`src/rtl/inj_scan_ctrl.sv`:
```
// Injection burst sequencer: gated pulse windows on CLK40
// with per-window hit counting on the synchronised monitor.
module inj_scan_ctrl #(
  parameter int CNT_WIDTH = 16,
  parameter int TW        = 8
) (
  input  logic                 CLK40,
  input  logic                 RST_N,
  input  logic                 START,
  input  logic                 ABORT,
  input  logic [CNT_WIDTH-1:0] INJ_COUNT,
  input  logic [CNT_WIDTH-1:0] INJ_PERIOD,
  input  logic [TW-1:0]        GATE_PRE,
  input  logic [TW-1:0]        INJ_WIDTH,
  input  logic [TW-1:0]        GATE_POST,
  input  logic                 MONITOR_SYNC,
  output logic                 INJECTION,
  output logic                 GATE_TDC,
  output logic                 BUSY,
  output logic                 DONE,
  output logic [CNT_WIDTH-1:0] INJ_DONE_CNT,
  output logic [CNT_WIDTH-1:0] HIT_CNT
);

  localparam int PW =
    ((CNT_WIDTH > TW + 2) ? CNT_WIDTH : TW + 2) + 1;

  typedef enum logic [2:0] {
    IDLE, PRE, PULSE, POST, WAIT, FINISH
  } state_t;

  state_t state, state_n, first;

  logic                 arm;
  logic                 accept;
  logic                 hit;
  logic                 last;
  logic                 pulse_end;
  logic                 mon_q;
  logic [CNT_WIDTH-1:0] cnt_q;
  logic [PW-1:0]        per_q;
  logic [TW-1:0]        pre_q;
  logic [TW-1:0]        w_q;
  logic [TW-1:0]        post_q;
  logic [PW-1:0]        t;
  logic [PW-1:0]        t_nx;
  logic [PW-1:0]        e1;
  logic [PW-1:0]        e2;
  logic [PW-1:0]        e3;
  logic [PW-1:0]        peff;

  // arm marks the setup cycle between START and the first window
  assign accept = START && !ABORT
               && state == IDLE && !arm;

  assign e1   = PW'(pre_q);
  assign e2   = e1 + PW'(w_q);
  assign e3   = e2 + PW'(post_q);
  assign peff = (per_q > e3) ? per_q : e3 + 1'b1;
  assign t_nx = t + 1'b1;

  assign first = (pre_q != '0) ? PRE : PULSE;
  assign last  = (INJ_DONE_CNT + 1'b1) == cnt_q;

  assign pulse_end = (state == PULSE) && (t_nx == e2);

  assign hit = MONITOR_SYNC && !mon_q && GATE_TDC
            && BUSY && !ABORT;

  always_comb begin
    state_n = state;
    unique case (state)
      IDLE:
        if (arm)
          state_n = (cnt_q == '0) ? FINISH : first;
      PRE:
        if (t_nx == e1) state_n = PULSE;
      PULSE:
        if (t_nx == e2) begin
          if (post_q != '0) state_n = POST;
          else state_n = last ? FINISH : WAIT;
        end
      POST:
        if (t_nx == e3)
          state_n = (INJ_DONE_CNT == cnt_q) ? FINISH : WAIT;
      WAIT:
        if (t_nx == peff) state_n = first;
      FINISH:
        state_n = IDLE;
      default:
        state_n = IDLE;
    endcase
    if (ABORT) state_n = IDLE;
  end

  always_ff @(posedge CLK40 or negedge RST_N) begin
    if (!RST_N) begin
      state <= IDLE;
      arm   <= 1'b0;
      t     <= '0;
    end else begin
      state <= state_n;
      arm   <= accept;
      if (state == IDLE || state == FINISH
          || (state == WAIT && t_nx == peff))
        t <= '0;
      else
        t <= t_nx;
    end
  end

  always_ff @(posedge CLK40 or negedge RST_N) begin
    if (!RST_N) begin
      cnt_q  <= '0;
      per_q  <= '0;
      pre_q  <= '0;
      w_q    <= '0;
      post_q <= '0;
    end else if (accept) begin
      cnt_q  <= INJ_COUNT;
      per_q  <= PW'(INJ_PERIOD);
      pre_q  <= GATE_PRE;
      w_q    <= (INJ_WIDTH == '0) ? TW'(1) : INJ_WIDTH;
      post_q <= GATE_POST;
    end
  end

  always_ff @(posedge CLK40 or negedge RST_N) begin
    if (!RST_N) begin
      INJ_DONE_CNT <= '0;
      HIT_CNT      <= '0;
      mon_q        <= 1'b0;
    end else begin
      mon_q <= MONITOR_SYNC;
      if (accept) begin
        INJ_DONE_CNT <= '0;
        HIT_CNT      <= '0;
      end else begin
        if (pulse_end && !ABORT)
          INJ_DONE_CNT <= INJ_DONE_CNT + 1'b1;
        if (hit && HIT_CNT != '1)
          HIT_CNT <= HIT_CNT + 1'b1;
      end
    end
  end

  always_ff @(posedge CLK40 or negedge RST_N) begin
    if (!RST_N) begin
      INJECTION <= 1'b0;
      GATE_TDC  <= 1'b0;
      BUSY      <= 1'b0;
      DONE      <= 1'b0;
    end else begin
      INJECTION <= state_n == PULSE;
      GATE_TDC  <= state_n inside {PRE, PULSE, POST};
      BUSY      <= state_n inside {PRE, PULSE, POST, WAIT};
      DONE      <= state_n == FINISH;
    end
  end

endmodule
```
`config.mk`:
```
export PLATFORM = sky130hd
export DESIGN_NAME = inj_scan_ctrl
export DESIGN_NICKNAME = d
export VERILOG_FILES = /design/src/rtl/inj_scan_ctrl.sv
export SDC_FILE = /design/constraint.sdc
export NUM_CORES = 1
export LEC_CHECK = 0
export CAP_MARGIN = 20
export CORE_UTILIZATION = 30
export CTS_CLUSTER_SIZE = 14
export DETAILED_ROUTE_END_ITERATION = 12
export PLACE_DENSITY_LB_ADDON = 0.15
export SYNTH_ARGS = -nofsm -noshare
export SYNTH_HDL_FRONTEND = slang
export SYNTH_SLANG_ARGS = --single-unit
```
`constraint.sdc`:
```
create_clock -name CLK40 -period 10.7 [get_ports CLK40]
set_input_delay 2.14 -clock CLK40 [delete_from_list [all_inputs] [get_ports CLK40]]
set_output_delay 2.14 -clock CLK40 [all_outputs]
set_load 0.05 [all_outputs]
```
# [Word level (Yosys, flattened, before mapping)]
# Cells that the tools add are included.
[word_totals] out_inout_bits=36 in_bits=61 word_cells=83 reg_bits=114
[op_classes] add_sub_neg=6 reduce_logical=25 eq_ne=17 order_cmp=1 n_mux=19
[op_table] operator="$mux W16" count=5
[op_table] operator="$add A16 B1 Y16 const B" count=2
[op_table] operator="$eq A16 B16 Y1" count=2
[op_table] operator="$mux W3" count=8
[op_table] operator="$add A17 B1 Y17 const B" count=1
[op_table] operator="$eq A17 B10 Y1" count=1
[op_table] operator="$eq A17 B16 Y1" count=1
[op_table] operator="$eq A17 B8 Y1" count=1
[op_table] operator="$eq A17 B9 Y1" count=1
[op_table] operator="$mux W17" count=1
[op_table] operator="$gt A16 B10 Y1" count=1
[op_table] operator="$logic_not A16 Y1" count=1
[op_table] operator="$ne A16 B16 Y1 const B" count=1
[op_table] operator="$reduce_bool A8 Y1" count=2
[op_table] operator="$pmux W3 S5" count=1
[op_table] operator="$eq A3 B2 Y1 const B" count=4
[op_table] operator="$eq A3 B3 Y1 const B" count=4
[op_table] operator="$add A10 B1 Y11 const B" count=1
[op_table] operator="$logic_and A1 B1 Y1" count=11
[op_table] operator="$add A9 B8 Y10" count=1
[op_table] operator="$add A8 B8 Y9" count=1
[op_table] operator="$logic_not A8 Y1" count=1
[op_table] operator="$mux W8" count=1
[op_table] operator="$eq A3 B1 Y1 const B" count=2
[op_table] operator="other kinds (8)" count=13

# [Longest topological paths before layout]
# Gate-level depths: netlist of run 1.
[depth] depth_word=10 depth_mapped=26

# [Worst setup path after synthesis of run 1]
# Ideal clock, no wire load.
[synth_path] path_kind="register -> register" from="register pre_q[0]" to="register t[6]" stages_incl_launch_ff=25 arrival_ns=5.534 slack_ns=5.031 required_ns=10.565 setup_time_ns=0.135 path_buffers=2 path_cell_list="dfrtp_1 ha_1 inv_1 fa_1 nand2b_1 a21oi_1 nor2_1 xnor2_1 ha_1 o21ai_0 nor2_1 a21oi_1 xor2_1 inv_1 ha_1 a2111o_1 or3b_1 o31a_1 buf_2 nor3_1 mux2_1 nor4_1 o31a_2 buf_2 nor2_1"
[synth_via] elab_chain_len=8 word_cells_on_any_way=9 cone_classes="add/sub: 3; order compare: 1; eq/ne: 1; mux: 2; reduce/logical: 2"
[synth_lines] item="start: declaration" line="42" rtl="logic [TW-1:0] pre_q;"
[synth_lines] item="start signal: assignment" line="116" rtl="pre_q <= '0;"
[synth_lines] item="start signal: assignment" line="122" rtl="pre_q <= GATE_PRE;"
[synth_lines] item="$add A8 B8 Y9 *" line="57" rtl="assign e2 = e1 + PW'(w_q);"
[synth_lines] item="$add A9 B8 Y10 *" line="58" rtl="assign e3 = e2 + PW'(post_q);"
[synth_lines] item="$gt A16 B10 Y1 / $add A10 B1 Y11 (equally long branches)" line="59" rtl="assign peff = (per_q > e3) ? per_q : e3 + 1'b1;"
[synth_lines] item="$mux W16 *" line="59"
[synth_lines] item="$eq A17 B16 Y1 *" line="105" rtl="|| (state == WAIT && t_nx == peff))"
[synth_lines] item="$logic_and A1 B1 Y1 *" line="105"
[synth_lines] item="$logic_or A1 B1 Y1 *" line="105"
[synth_lines] item="$mux W17 *" line="104" rtl="if (state == IDLE || state == FINISH"
[synth_lines] item="end signal: assignment" line="108" rtl="t <= t_nx;"
[synth_lines] item="end: declaration" line="45" rtl="logic [PW-1:0] t;"
# Mark *: on every way between the ends. The rest lies on a longest branch, timed or not.
# A chain may end at the register's enable or synchronous reset.

# [Worst setup path after layout of run 1]
[layout_path] from="register pre_q[0]" to="register t[1]"
# Same word-level chain as after synthesis.

==> qor.csv, run 1 <==
metric,value,unit
CP Class,flop to flop,
CP arrival,6.78,ns
Synth cell types,89,
Area after DPL,9010,sq um
port bufs,96,
cell count after synthesis,912,
status,"finished, final reports clean",
CP required,10.99,ns
P_leak,0.00410,uW
Worst Tran Pin Value,0.957,ns
post-synth top area cell,dfrtp_1,
"top cells by area, synth","dfrtp_1 (37%), nand2_1 (9.5%), xnor2_1 (7.1%), ha_1 (4.8%), xor2_1 (3.8%)",
CP Depth,22,
via count,6745,
die width,163,microns
Total Routed Length,22200,microns
number of buffers created by CTS,17,
nets,1086,
Rows,58,
final RePlAce weighted congestion,0.847,
Worst-path clk slew,0.07,ns
M1 WL,11500,microns
pre-CTS WS,4.25,ns
CP startpoint kind,flop,
max frequency,154,MHz
number of global-route vias before repair,6538,
Post-Syn Area per Cell,8.53,sq um
R2R Setup Slk,4.21,ns
largest net degree at the start of global routing,74,
asr flop ratio synth,100,%
"slowest stage delay, CP",0.59,ns
drt pass-1 iters,5,
Ports,97,
GR Util All Layers,17.4,%
Residual DRC,0,
worst setup margin,4.21,ns
post-synthesis sequential area ratio,36.7,%
DR WL/cell,16.6,microns
initial core utilization,30.7,%
mean number of vias per cell,5.05,
most common cell in the synthesized netlist,nand2_1,
final setup vio count,0,
Top Family by Delay on Critical Path,compound AO/OA/AOI/OAI gates,
clk_skew,0.0119,ns
area of the multi-input gates,4670,sq um
Top Metal Used,met4,
antenna violations before repair,0,
CTS tree,done,
type of the most critical hold path,flop to flop,
antenna fix cells,0,
Synth Flop Type,dfrtp_1,
area of the mapped netlist,7780,sq um
Cells on Worst Hold Path,2,
CTS Buffer Depth,2,
Starting DRT DRC Count,316,
register area,2850,sq um
#FFs+latches synth,114,
clock sink count,114,
syn nets,1005,
Reg2Reg Depth,22,
slew margin rel.,36.2,%
hpwl dp,16400,microns
Die Y,163,microns
Syn-to-layout area delta,23.2,%
layout cells sized above 1,7.06,%
final hold violations,0,
share of the synthesized area in the top cell type,36.7,%
ANT nets after route,0,
fin crit share,60.6,%
Clock Root Buffer,clkbuf_16,
Critical Path Sink Type,flop,
finished layout cell area,9580,sq um
met3 wire length,724,microns
max-cap violation count,0,
Final Max Slew Viols,0,
total power,2150,uW
Final Critical Period,6.49,ns
global route overflow,0,
met2 wire len,9670,microns
CTS HTree Levels,4,
Commonest cells post-synth,"nand2_1 (196), dfrtp_1 (114), nor2_1 (75)",
crit path max fanout,17,
Worst-Skew Late Latency,0.43,ns
PD cells,225,nW/um^2
Hold Buf Count CTS,0,
YS warnings,0,
setup repair bufs after CTS,0,
worst-path cell chain,"ha_1, inv_1, fa_1, nand2b_1, a21oi_1, nor2_1, xnor2_1, ha_1, o21ai_0, nor2_1, a21oi_1, xor2_1, inv_1, ha_1, a2111o_1, or3b_1, o31a_1, nor3_1, mux2_1, nor4_1, o31a_2, nor2b_1",
Filler Cells Inserted,2621,
Die Area,26600,sq um
"EDFF count, synth",0,
core area,25300,sq um
first-pass GRT wire length,35800,microns
peak supply drop,0.106,mV
RSZ-0062 raised after global routing,no,
crit-path most repeated cell,ha_1,
CTS resizes,0,
crit path max-delay cell type,nor4_1,
post-route setup TNS,0,ns
Bufs and invs on worst path,2,
[worst paths after layout]
kind | start | to
min in group asynchronous | RST_N | post_q[6]
max in group asynchronous | RST_N | cnt_q[10]
worst min-delay path | w_q[5] | w_q[5]
worst min register to register | w_q[5] | w_q[5]
worst max register to register | pre_q[0] | t[1]
worst max-delay path | pre_q[0] | t[1]
[power by group]
group	internal (uW)	switching, uW
sequential	487	71.7
combinational	452	587
clock	307	250
[final cells by class]
type	count	area share (%)
clock buffers	17	4.44
well taps	330	4.31
multi-input cells	735	48.7
inverters	24	0.940
flip-flops and latches	114	29.8
clock inverters	15	1.44
repair buffers	101	10.4
[stage by stage]
| step | utilization [%] | cells | hold slack (ns) |
|---|---|---|---|
| floorplan | - | 912 | 0.450 |
| global placement | 35.6 | 1303 | 0.474 |
| detailed placement | 35.6 | 1303 | 0.479 |
| CTS | 37.8 | 1335 | 0.495 |
| global route | 37.8 | 1336 | 0.507 |
| finish | 37.8 | 1336 | 0.491 |
[registers in the layout, summed over array words and instances (netlist names)]
register      cells
INJ_DONE_CNT     16
mon_q             1
GATE_TDC          1
t                17
w_q               8
HIT_CNT          16
post_q            8
pre_q             8
cnt_q            16
arm               1
BUSY              1
per_q            16
state             3
DONE              1
INJECTION         1
[tightest hold or removal path, cell delays in order, from the launching register on]
cell and delay [ns]:
dfrtp_1 0.35, nand2_1 0.05, nand2_1 0.05
[layer usage]
layer  vias to the layer above  global-route usage [%]
met4                         0                    5.14
met3                        21                    2.89
met1                      3199                    25.4
met2                       138                    26.0
met5                         -                       0
li1                       3387                       -
[layout by cell type, fill, tap and decap left out, types with 4 or more instances in the layout]
| cell type | n |
|---|---|
| inv_1 | 23 |
| and3_1 | 11 |
| or3_1 | 10 |
| o211ai_1 | 7 |
| a21o_1 | 8 |
| nand3_1 | 23 |
| buf_4 | 5 |
| o21ai_0 | 37 |
| and4_1 | 6 |
| clkdlybuf4s50_1 | 95 |
| nor3_1 | 20 |
| nor4_1 | 24 |
| and2_1 | 7 |
| nor2b_1 | 6 |
| inv_6 | 7 |
| xor2_1 | 34 |
| or4_1 | 7 |
| a21oi_1 | 34 |
| nand2b_1 | 6 |
| a31oi_1 | 7 |
| clkbuf_16 | 17 |
| ha_1 | 30 |
| o31ai_1 | 6 |
| nor2_1 | 75 |
| dfrtp_1 | 114 |
| xnor2_1 | 63 |
| or2_2 | 4 |
| mux2i_1 | 6 |
| nand4_1 | 20 |
| nand2_1 | 196 |
| inv_8 | 4 |
[cells by family after synthesis]
logic type | Yosys count | share of synthesized area (%)
buffers and inverters | 63 | 3.36
adder cells (fa/ha/maj) | 33 | 5.47
flip-flops | 114 | 36.7
AO/OA/AOI/OAI | 147 | 13.0
multiplexers | 9 | 1.21
XOR/XNOR | 104 | 12.7
AND/OR/NAND/NOR | 442 | 27.6
Power figures use the tool's default switching activity.
==> run 2, diff against run 1 <==
==> constraint.sdc (replaced) <==
create_clock -name CLK40 -period 6 [get_ports CLK40]
set_input_delay 1.2 -clock CLK40 [delete_from_list [all_inputs] [get_ports CLK40]]
set_output_delay 1.2 -clock CLK40 [all_outputs]
set_load 0.05 [all_outputs]
==> run 2 against run 1 <==
Net effect: maximum frequency up 13%; total power up 92%; sequential share of layout area down 1.0 points; hold slack worse by 0.0030 ns; first-iteration DRC count up 2.5%; cell area up 3.5%; die area unchanged; non-clock buffer count up 16; wire length up 2.5%; critical path depth up 1; flip-flop and latch count unchanged; critical endpoint is now INJECTION; highest routed layer unchanged.
==> qor.csv, run 2 (synthesis gave the netlist of run 1 again) <==
metric,value,unit,change
Final Max Slew Viols,0,,unchanged
crit path max fanout,7,,was 17
Top Family by Delay on Critical Path,compound AO/OA/AOI/OAI gates,,unchanged
Die Area,26600,sq um,unchanged
PD cells,418,nW/um^2,was 225 nW/um^2
crit-path most repeated cell,ha_1,,unchanged
most frequent cells in the layout,"nand2_1 (195), dfrtp_1 (114), clkdlybuf4s50_1 (95), nor2_1 (75), xnor2_1 (63)",,"was nand2_1 (196), dfrtp_1 (114), clkdlybuf4s50_1 (95), nor2_1 (75), xnor2_1 (63)"
slew margin rel.,37.7,%,was 36.2%
Total Routed Length,22700,microns,was 22200 microns
type of the most critical hold path,flop to flop,,unchanged
initial core utilization,30.7,%,unchanged
max frequency,174,MHz,was 154 MHz
Sequential Power Share,24.0,%,was 25.9%
CTS tree,done,,unchanged
clk_skew,0.0175,ns,was 0.0119 ns
CP arrival,6.10,ns,was 6.78 ns
CP required,6.36,ns,was 10.99 ns
CP Class,flop to flop,,unchanged
register area,2850,sq um,unchanged
antenna fix cells,0,,unchanged
Clock Root Buffer,clkbuf_16,,unchanged
DR WL/cell,16.8,microns,was 16.6 microns
Gate power share,48.9,%,was 48.2%
CTS HTree Levels,4,,unchanged
Hold Buf Count CTS,0,,unchanged
ANT nets after route,0,,unchanged
Bufs and invs on worst path,3,,was 2
GR Util All Layers,17.8,%,was 17.4%
worst-path cell chain,"ha_1, inv_1, fa_1, nand2b_4, nand2b_1, a21oi_1, xnor2_1, ha_1, a21oi_2, buf_4, o31ai_4, o21a_1, o21bai_2, ha_1, a2111o_1, or3b_1, o31a_1, buf_6, nor3_1, a31oi_1, or4_4, o41ai_4, and2_1",,"was ha_1, inv_1, fa_1, nand2b_1, a21oi_1, nor2_1, xnor2_1, ha_1, o21ai_0, nor2_1, a21oi_1, xor2_1, inv_1, ha_1, a2111o_1, or3b_1, o31a_1, nor3_1, mux2_1, nor4_1, o31a_2, nor2b_1"
Filler Cells Inserted,2556,,was 2621
Critical Path Sink Type,flop,,unchanged
Syn-to-layout area delta,27.5,%,was 23.2%
Die Y,163,microns,unchanged
crit path max-delay cell type,or4_4,,was nor4_1
mean number of vias per cell,5.00,,was 5.05
worst setup margin,0.256,ns,was 4.21 ns
first-pass GRT wire length,36200,microns,was 35800 microns
final hold violations,0,,unchanged
CP startpoint kind,flop,,unchanged
hpwl dp,16600,microns,was 16400 microns
Internal,2500,uW,was 1250 uW
peak supply drop,0.177,mV,was 0.106 mV
"most common cell after layout, fill and taps aside",nand2_1,,unchanged
port bufs,96,,unchanged
switching share of power,39.6,%,was 42.1%
pre-CTS WS,0.0169,ns,was 4.25 ns
sw power,1640,uW,was 908 uW
status,"finished, final reports clean",,unchanged
P_leak,0.00425,uW,was 0.00410 uW
layout cells sized above 1,10.1,%,was 7.06%
Rows,58,,unchanged
largest net degree at the start of global routing,71,,was 74
Worst-Skew Late Latency,0.43,ns,about the same
Ports,97,,unchanged
global route overflow,0,,unchanged
area of the multi-input gates,4790,sq um,was 4670 sq um
CTS Buffer Depth,2,,unchanged
drt pass-1 iters,4,,was 5
Worst Tran Pin Value,0.934,ns,was 0.957 ns
max-cap violation count,0,,unchanged
clock sink count,114,,unchanged
antenna violations before repair,0,,unchanged
Residual DRC,0,,unchanged
"slowest stage delay, CP",0.56,ns,was 0.59 ns
nets,1102,,was 1086
Clock Power Share,27.2,%,was 25.9%
total power,4140,uW,was 2150 uW
max reg flops,17,,unchanged
die width,163,microns,unchanged
Starting DRT DRC Count,324,,was 316
final RePlAce weighted congestion,0.843,,was 0.847
via count,6754,,was 6745
number of global-route vias before repair,6569,,was 6538
core area,25300,sq um,unchanged
Worst-path clk slew,0.06,ns,was 0.07 ns
number of buffers created by CTS,17,,unchanged
final setup vio count,0,,unchanged
Final Critical Period,5.74,ns,was 6.49 ns
Top reg by flops,t,,unchanged
fin crit share,95.7,%,was 60.6%
[run 2: cell types whose count changed in the layout (fill, tap and decap cells not counted), moves of 2 or more]
cell,previous run,this run
clkinvlp_4,3,1
buf_4,5,19
clkinv_4,1,5
inv_6,7,3
inv_8,4,0
a31oi_1,7,5
a21oi_2,1,3
ha_1,30,26
bufinv_16,0,4
a21oi_1,34,31
ha_2,0,3
[run 2: layout make-up]
cell class / count / share of cell area, %
Timing Repair Buffer: 117 / 11.4
Clock inverter: 14 / 2.04
Multi-Input combinational cell: 735 / 48.3
Sequential cell: 114 / 28.8
Tap cell: 330 / 4.17
Inverter: 24 / 0.909
Clock buffer: 18 / 4.43
[run 2: what timing repair did]
item / CTS / global route
resized for setup: 0 / 22
setup endpoints to repair: 0 / 24
buffers inserted: 0 / 3
hold endpoints to repair: 0 / 0
[run 2: per-stage QoR]
step	TNS, ns	hold WS (ns)	util (%)	cells	cell area (sq um)
after floorplan	0	0.450	-	912	7780
after global placement	0	0.471	36.0	1316	9120
after detailed placement	0	0.476	36.0	1316	9120
after CTS	0	0.492	38.6	1348	9760
after global routing	-0.0655	0.509	39.1	1352	9910
final	0	0.488	39.1	1352	9910
[run 2: path summary, 6_finish.rpt]
path	slack [ns]	cells after the start	to	from
max	0.26	23	INJECTION	w_q[0]
min in group asynchronous	0.91	1	post_q[2]	RST_N
max reg2reg	0.26	23	INJECTION	w_q[0]
max in group asynchronous	3.91	2	state[0]	RST_N
min	0.49	2	w_q[7]	w_q[7]
min reg2reg	0.49	2	w_q[7]	w_q[7]
[run 2: per-layer routing]
metal	GRT usage, %	routed length, microns	up-vias
met1	25.6	11600	3238
met4	6.03	335	0
met5	0	0	-
met2	26.9	10200	98
li1	-	-	3394
met3	2.72	612	24
[run 2: worst min-delay path: cells and delay by family, from the launching register on]
kind             cells  cell delay [ns]
flip-flops           1             0.35
AND/OR/NAND/NOR      2             0.10
[run 2: power groups by stage]
| stage | sequential (uW) | combinational, uW | clock (uW) |
|---|---|---|---|
| floorplan | 965 | 1440 | 0 |
| global placement | 1000 | 1940 | 0 |
| detailed placement | 1000 | 1940 | 0 |
| CTS | 991 | 1950 | 1150 |
| global route | 1010 | 2260 | 1180 |
| finish | 993 | 2020 | 1120 |
==> run 3, diff against run 2 <==
--- a/config.mk
+++ b/config.mk
@@ -10,6 +10,7 @@
 export CTS_CLUSTER_SIZE = 14
 export DETAILED_ROUTE_END_ITERATION = 12
 export PLACE_DENSITY_LB_ADDON = 0.15
+export SLEW_MARGIN = 20
 export SYNTH_ARGS = -nofsm -noshare
 export SYNTH_HDL_FRONTEND = slang
 export SYNTH_SLANG_ARGS = --single-unit
==> run 3 against run 2 <==
Net effect: core utilization is essentially flat; count of clock-buffer cells in the layout is the same; sequential share of layout area is essentially flat; wire length shrank 0.11%; worst setup slack gained 0.0023 ns; sequential power is essentially flat; flip-flop and latch count is the same; cell area is essentially flat; register-to-register slack is essentially flat; critical path depth is the same; non-clock buffer count shrank 1.
==> qor.csv, run 3 (synthesis gave the netlist of run 1 again) <==
metric,value,unit,change
number of buffers created by CTS,17,,unchanged
max frequency,174,MHz,about the same
first-pass GRT wire length,36200,microns,unchanged
CTS Buffer Depth,2,,unchanged
CP required,6.36,ns,about the same
crit path max fanout,7,,unchanged
most frequent cells in the layout,"nand2_1 (195), dfrtp_1 (114), clkdlybuf4s50_1 (95), nor2_1 (75), xnor2_1 (63)",,unchanged
CP startpoint kind,flop,,unchanged
type of the most critical hold path,flop to flop,,unchanged
Gate power share,48.9,%,about the same
"Most Used Layer, Global Route",met2,,unchanged
final hold violations,0,,unchanged
final RePlAce weighted congestion,0.843,,unchanged
Top reg by flops,t,,unchanged
Residual DRC,0,,unchanged
worst r2r src,w_q[0],,unchanged
Final Max Slew Viols,0,,unchanged
Worst-Skew Late Latency,0.43,ns,about the same
port bufs,96,,unchanged
global route overflow,0,,unchanged
Sequential Power Share,24.0,%,about the same
final setup vio count,0,,unchanged
Bufs and invs on worst path,3,,unchanged
sw power,1640,uW,about the same
ANT nets after route,0,,unchanged
met1 Track Usage GR,25.6,%,unchanged
"slowest stage delay, CP",0.56,ns,about the same
GR Util All Layers,17.8,%,unchanged
initial core utilization,30.7,%,unchanged
clk_skew,0.0182,ns,was 0.0175 ns
CTS HTree Levels,4,,unchanged
core area,25300,sq um,unchanged
Syn-to-layout area delta,27.5,%,about the same
Ports,97,,unchanged
layout cells sized above 1,10.1,%,about the same
Die Y,163,microns,unchanged
PD cells,417,nW/um^2,was 418 nW/um^2
"most common cell after layout, fill and taps aside",nand2_1,,unchanged
met2 Resource Use GR,26.9,%,unchanged
grt met3 use,2.72,%,unchanged
Final Critical Period,5.74,ns,about the same
mean number of vias per cell,5.01,,was 5.00
Cells on Worst Hold Path,2,,unchanged
hpwl dp,16600,microns,unchanged
Total Routed Length,22700,microns,about the same
Rows,58,,unchanged
DR WL/cell,16.8,microns,about the same
CP Class,flop to flop,,unchanged
Finished Layout Cells,1351,,was 1352
worst-path cell chain,"ha_1, inv_1, fa_1, nand2b_4, nand2b_1, a21oi_1, xnor2_1, ha_1, a21oi_2, buf_4, o31ai_4, o21a_1, o21bai_2, ha_1, a2111o_1, or3b_1, o31a_1, buf_6, nor3_1, a31oi_1, or4_4, o41ai_4, and2_1",,unchanged
number of global-route vias before repair,6569,,unchanged
CP Launch Point,w_q[0],,unchanged
CTS tree,done,,unchanged
slew margin rel.,37.6,%,was 37.7%
peak supply drop,0.177,mV,about the same
R2R Setup Slk,0.26,ns,about the same
Reg2Reg Depth,23,,unchanged
worst r2r dst,INJECTION,,unchanged
Hold WS,0.488,ns,about the same
HP Start,w_q[7],,unchanged
Internal,2500,uW,about the same
P_leak,0.00424,uW,was 0.00425 uW
total power,4140,uW,about the same
switching share of power,39.6,%,about the same
fin crit share,95.7,%,about the same
antenna violations before repair,0,,unchanged
Die Area,26600,sq um,unchanged
max reg flops,17,,unchanged
placed cell count,1316,,unchanged
antenna fix cells,0,,unchanged
Clock Power Share,27.1,%,was 27.2%
status,"finished, final reports clean",,unchanged
CP arrival,6.10,ns,about the same
worst hold endpoint,w_q[7],,unchanged
crit-path most repeated cell,ha_1,,unchanged
via count,6768,,was 6754
Critical Path Sink Type,flop,,unchanged
Starting DRT DRC Count,323,,was 324
largest net degree at the start of global routing,71,,unchanged
Clock Root Buffer,clkbuf_16,,unchanged
die width,163,microns,unchanged
crit path max-delay cell type,or4_4,,unchanged
Worst Tran Pin Value,0.936,ns,was 0.934 ns
Top Family by Delay on Critical Path,compound AO/OA/AOI/OAI gates,,unchanged
nets,1101,,was 1102
Worst-path clk slew,0.06,ns,about the same
clock sink count,114,,unchanged
drt pass-1 iters,5,,was 4
max-cap violation count,0,,unchanged
-- run 3: cell types whose count changed in the layout (fill, tap and decap cells not counted), sizes merged --
cell	previous run	this run
clkbuf	19	18
-- run 3: layout make-up --
type | instances | area (sq um)
inverter | 24 | 90.1
timing repair buffer | 116 | 1120
clock inverter | 14 | 203
sequential | 114 | 2850
clock buffer | 18 | 439
tap | 330 | 413
fill | 2553 | 15400
multi-input combinational | 735 | 4790
-- run 3: metal layers --
metal,share of wire [%],vias to the layer above
met5,0,-
met4,1.3,0
met3,2.4,21
met2,45,93
met1,51,3261
li1,-,3393
-- run 3: what timing repair did --
action,in CTS,in global routing
endpoints found under the hold margin,0,0
setup endpoints to repair,0,24
buffers inserted,0,3
resized for setup,0,22
hold buffers,0,0
-- run 3: worst max-delay path by stage --
stage                     depth (start not counted)  slack [ns]         to
after global routing                             23       -0.04  INJECTION
after global placement                           21        0.18   GATE_TDC
after floorplan                                  24        0.33       t[6]
after CTS                                        21       0.007   GATE_TDC
final                                            23        0.26  INJECTION
after detailed placement                         22        0.02       BUSY
-- run 3: power groups by stage --
stage               Sequential (uW)  Clock, uW  Combinational (uW)
floorplan                       965          0                1440
global placement               1000          0                1940
detailed placement             1000          0                1940
CTS                             991       1150                1950
global route                   1010       1180                2260
finish                          993       1120                2020
-- run 3: worst min-delay path, delay by kind of cell, from the launching register on --
family,cells,cell delay [ns]
flops,1,0.35
simple gates,2,0.10
-- run 3: through the flow --
step / instance area [sq um] / TNS, ns / util, % / setup WS (ns)
3_5_place_dp: 9120 / 0 / 36.0 / 0.0169
5_1_grt: 9910 / -0.0655 / 39.1 / -0.0351
2_1_floorplan: 7780 / 0 / - / 0.331
4_1_cts: 9760 / 0 / 38.6 / 0.00728
6_report: 9910 / 0 / 39.1 / 0.258
3_3_place_gp: 9120 / 0 / 36.0 / 0.178
==> RTL change 1: new RTL, flow settings as in run 3 <==
Change the parameter `CNT_WIDTH` from 16 to 32.
--- a/src/rtl/inj_scan_ctrl.sv
+++ b/src/rtl/inj_scan_ctrl.sv
@@ -2,5 +2,5 @@
 // with per-window hit counting on the synchronised monitor.
 module inj_scan_ctrl #(
-  parameter int CNT_WIDTH = 16,
+  parameter int CNT_WIDTH = 32,
   parameter int TW        = 8
 ) (
Interface: changed (resized HIT_CNT, INJ_COUNT, INJ_DONE_CNT and INJ_PERIOD); port bits go from 97 to 161. No check against the original RTL was run, so the function may have changed too.
==> RTL change 1 against run 3 <==
Non-clock buffer count rose by 66; count of clock-buffer cells in the layout rose by 1; power rose by 19%; hold slack barely moved; cell count rose by 59%; sequential cell count rose by 80; wire length rose by 76%; final area rose by 54%; worst setup slack improved by 63 ps; area after synthesis rose by 60%; global-route usage rose by 1.4 points; die area rose by 60%; critical endpoint is now t[4].
==> RTL change 1: results (changes against run 3) <==
Drt total wl -> 39.89 mm (+76%)
Reg2reg start -> pre_q[0]
Clk_lat worst skew -> 470 ps (+40 ps)
Hold path startpoint -> w_q[5]
Run status -> completed
Vias in the first global route -> 10760 (+64%)
R2r setup slk -> 320 ps (+60 ps)
Pre-CTS setup slack -> 0.7581 ps (-16.18 ps)
Worst Setup EP -> t[4]
Filler Cells Inserted -> 4243 (+66%)
Slowest stage cell, crit path -> or4_1
Largest net degree at the start of global routing -> 97 (+37%)
Leak -> 6.345 nW (+49%)
Area share of xor/xnor cells in the synthesized design -> 13.56% (+0.84 points)
Worst Path Arrival -> 6000 ps (-100 ps)
HPWL Detailed -> 29.70 mm (+79%)
Buffers on Ports -> 160 (+67%)
Post-synthesis mux area share -> 0.8929% (-0.31 points)
DRT iter0 DRCs -> 663 (+110%)
Synth top area cells -> dfrtp_1 (39%), nand2_1 (9.8%), xnor2_1 (7.0%), xor2_1 (5.7%), nor2_1 (3.8%)
First-pass GRT wire length -> 62.40 mm (+72%)
Vias per inst -> 5.115 (+2.1%)
Final GP Congestion -> 0.8676 (+3.0%)
Post-synthesis compound-gate area fraction -> 9.592% (-3.4 points)
Worst vdd ir -> 0.2187 mV (+24%)
Worst slew pin tran -> 1012 ps (+75.72 ps)
R2r worst-path depth -> 25 (+8.7%)
Largest register FFs -> 33 (+16)
F_max -> 176.1 MHz (+1.1%)
Clock root buffer -> clkbuf_16
Layout cell share with drive strength beyond 1 -> 6.079% (-4.0 points)
Gate count of the mapped netlist -> 1468 (+61%)
Worst hold slack -> 488.2 ps (+0.1160 ps)
Adder-cell share of the synthesized area -> 3.331% (-2.1 points)
Gr usage total -> 19.13% (+1.4 points)
Yosys cell types -> 85 (-4.5%)
Worst-path clk slew -> 80 ps (+20 ps)
CP max FO -> 17 (+10)
Dpl cells -> 2106 (+60%)
P_int -> 2.971 mW (+19%)
Top cells by count, synth -> nand2_1 (324), dfrtp_1 (194), nor2_1 (127)
Seq/Total Area, Yosys -> 38.93% (+2.2 points)
==> RTL change 1: changes by cell type in the layout (fill, tap and decap cells not counted), sizes merged, moves of 13 or more <==
cell	change
nor2	+51
xor2	+48
or3	+18
nand3	+32
nand2	+128
nor4	+14
nor3	+16
xnor2	+36
nand4	+24
nor2b	+13
clkdlybuf4s50	+64
and3	+17
dfrtp	+80
==> RTL change 1: layout make-up <==
type	instances	area (um2)	area share [%]
clock buffer	19	452.9	2.959
clock inverter	13	141.4	0.9238
inverter	23	88.84	0.5804
multi-input combinational	1181	7288	47.62
sequential	194	4855	31.72
tap	532	665.6	4.349
timing repair buffer	182	1813	11.85
==> RTL change 1: repair_timing <==
action / in CTS / in global routing
resized for setup: 1 / 13
pin swaps: 0 / 4
buffers inserted: 0 / 5
gates cloned: 0 / 1
endpoints found under the setup margin: 6 / 40
==> RTL change 1: worst min-delay path by stage <==
| stage | endpoint |
|---|---|
| final | w_q[5] |
| after global routing | w_q[2] |
| after CTS | w_q[6] |
| after detailed placement | w_q[5] |
| after global placement | w_q[4] |
| after floorplan | w_q[2] |
==> RTL change 1: worst reg2reg max path: cells and delay by family (launching register included) <==
kind,cells,cell delay [ps]
buffers and inverters,3,420
adders and majority gates,4,1240
xor gates and xnor gates,1,160
AOI/OAI and AO/OA,8,1710
and+or+nand+nor,8,1550
DFF,1,350
muxes,1,120
==> RTL change 1: metal layers <==
layer	global-route usage, %	up-vias	wire [um]
li1	-	5361	-
met1	26.00	5340	18680
met2	31.78	232	19270
met3	2.460	34	1322
met4	5.331	0	619
met5	0	-	0
==> RTL change 1: power groups by stage <==
| stage | sequential (mW) | clock, mW | combinational (mW) |
|---|---|---|---|
| finish | 1.66 | 1.20 | 2.05 |
| CTS | 1.66 | 1.24 | 1.97 |
| detailed placement | 1.68 | 0 | 1.95 |
| global placement | 1.68 | 0 | 1.95 |
| floorplan | 1.60 | 0 | 1.42 |
| global route | 1.68 | 1.28 | 2.29 |
==> RTL change 1: kinds of logic (layout without fill, tap and decap cells) <==
group	after synthesis	after routing
multiplexers	11	11
AND/OR/NAND/NOR	772	772
AO/OA/AOI/OAI	180	180
flip-flops	194	194
XOR/XNOR	186	186
adder cells (fa/ha/maj)	32	32
buffers and inverters	93	237
==> RTL change 2: new RTL, flow settings as in run 3 <==
Made on the original files. Add an input register stage for `INJ_PERIOD`, cleared by the reset; this delays it by one clock. The other inputs are not delayed to match.
--- a/src/rtl/inj_scan_ctrl.sv
+++ b/src/rtl/inj_scan_ctrl.sv
@@ -29,4 +29,14 @@
     IDLE, PRE, PULSE, POST, WAIT, FINISH
   } state_t;
+
+  logic [CNT_WIDTH-1:0] INJ_PERIOD_q;
+
+  always_ff @(posedge CLK40 or negedge RST_N) begin
+    if (!RST_N) begin
+      INJ_PERIOD_q <= '0;
+    end else begin
+      INJ_PERIOD_q <= INJ_PERIOD;
+    end
+  end
 
   state_t state, state_n, first;
@@ -119,5 +129,5 @@
     end else if (accept) begin
       cnt_q  <= INJ_COUNT;
-      per_q  <= PW'(INJ_PERIOD);
+      per_q  <= PW'(INJ_PERIOD_q);
       pre_q  <= GATE_PRE;
       w_q    <= (INJ_WIDTH == '0) ? TW'(1) : INJ_WIDTH;
Formal check against the unedited RTL: not equivalent (Yosys sat finds a counterexample within 10 cycles, from zero or initial values and one cycle with RST_N low).
==> RTL change 2 against run 3 <==
Wire length increased by 2.2%; clock power down 6%; global-route usage is 0.37 points lower; critical path type unchanged; power increased by 0.10%; final area rose by 3.8%; critical endpoint is now state[1]; non-clock buffer count shrank 1; clock skew grew 0.73 ps; highest routed layer unchanged; sequential share of layout area rose by 2.8 points; core utilization down 0.10 points; worst setup slack gained 29 ps; die area grew 4.7%; area after synthesis rose by 4.8%; sequential cell count rose by 16.
==> RTL change 2: results (changes against run 3) <==
Run status -> completed
R2r setup slk -> 290 ps (+30 ps)
Worst hold slack -> 435.7 ps (-52.42 ps)
Leak -> 4.461 nW (+5.1%)
Reg2reg start -> pre_q[5]
Synth top area cells -> dfrtp_1 (40%), nand2_1 (9.4%), xnor2_1 (6.6%), xor2_1 (4.7%), ha_1 (4.6%)
Seq/Total Area, Yosys -> 39.93% (+3.2 points)
Worst vdd ir -> 0.1954 mV (+10%)
Reg area -> 3253 um2 (+14%)
Worst slew margin -> 44.86% (+7.3 points)
Vias per inst -> 5.010 (about the same)
Hold EP -> per_q[12]
Yosys cell types -> 83 (-6.7%)
Final nets -> 1107 (+0.54%)
Largest net degree at the start of global routing -> 88 (+24%)
Drt total wl -> 23.22 mm (+2.2%)
Top cells by count, synth -> nand2_1 (203), dfrtp_1 (130), nor2_1 (69)
Crit Reg-Reg Endpoint -> state[1]
HPWL Detailed -> 17.05 mm (+2.9%)
Via total after detailed routing -> 6819 (+0.75%)
NetSw -> 1.682 mW (+2.6%)
DRT iter0 DRCs -> 462 (+43%)
Final GP Congestion -> 0.8745 (+3.8%)
Hold path startpoint -> INJ_PERIOD_q[12]
Area after DPL -> 9513 um2 (+4.3%)
Gr usage total -> 17.38% (-0.37 points)
Pre-CTS setup slack -> -8.482 ps (-25.42 ps)
R2r worst-path depth -> 21 (-8.7%)
Final Skew -> 18.93 ps (+0.7268 ps)
Dpl cells -> 1324 (+0.61%)
First-pass GRT wire length -> 37.61 mm (+3.9%)
Vias in the first global route -> 6640 (+1.1%)
Filler Cells Inserted -> 2629 (+3.0%)
## RTL change 2: cell types whose count changed after synthesis, sizes merged, moves of 7 or more
cell / change
a21oi: -14
dfrtp: +16
nand2: +7
nor2: -7
nor4: -8
xor2: +11
## RTL change 2: routing by layer
layer	share of wire (%)	GRT usage, %	vias up
li1	-	-	3386
met1	51	25.13	3267
met2	43	26.16	152
met3	5.0	3.874	14
met4	0.85	4.147	0
met5	0	0	-
## RTL change 2: worst max-delay path, stage by stage (launching register included)
cell and delay (ps):
dfrtp_1 460, ha_1 410, or3b_2 230, o221ai_1 90, or3b_2 520, ha_1 420
nand2_1 100, a21bo_2 240, o21bai_2 150, nand2_1 130, ha_1 380, a2111oi_4 310
o21ai_0 140, or3_1 390, o21a_2 270, o32ai_2 270, nor4b_4 290, o2111ai_4 220
nor3_4 290, buf_4 140, nand2_1 40, a21oi_1 150
## RTL change 2: worst max-delay path by stage
stage,start,slack (ps),cells past startpoint,end
3_5_place_dp,pre_q[0],-8,23,INJECTION
4_1_cts,pre_q[0],20,23,INJECTION
2_1_floorplan,pre_q[0],600,26,t[7]
6_report,pre_q[5],290,21,state[1]
3_3_place_gp,pre_q[0],190,23,BUSY
5_1_grt,pre_q[5],-0.6,20,BUSY
## RTL change 2: power by group through the flow
| stage | sequential [mW] | clock (mW) | combinational (mW) |
|---|---|---|---|
| after detailed placement | 1.11 | 0 | 1.86 |
| after CTS | 1.09 | 1.09 | 1.88 |
| after global placement | 1.11 | 0 | 1.86 |
| after floorplan | 1.07 | 0 | 1.43 |
| final | 1.09 | 1.05 | 2.00 |
| after global routing | 1.11 | 1.12 | 2.21 |
## RTL change 2: final cells by class
type / instances / share of cell area [%]
clock buffers: 18 / 4.268
repair buffers: 115 / 10.86
well taps: 335 / 4.073
clock inverters: 13 / 1.459
inverters: 26 / 0.9484
multi-input cells: 724 / 46.78
flip-flops and latches: 130 / 31.61
## RTL change 2: what timing repair did
| action | in CTS | in global routing |
|---|---|---|
| resized for setup | 0 | 27 |
| setup buffers | 1 | 5 |
| endpoints found under the setup margin | 2 | 24 |
| pin swaps | 1 | 6 |
| cloned | 0 | 0 |
## RTL change 2: logic make-up after synthesis
group,after synthesis,synth area share (%)
AND/OR/NAND/NOR,443,26.52
flip-flops,130,39.93
AO/OA/AOI/OAI,132,11.64
adder cells (fa/ha/maj),32,5.098
multiplexers,3,0.3839
buffers and inverters,58,2.810
XOR/XNOR,114,13.62
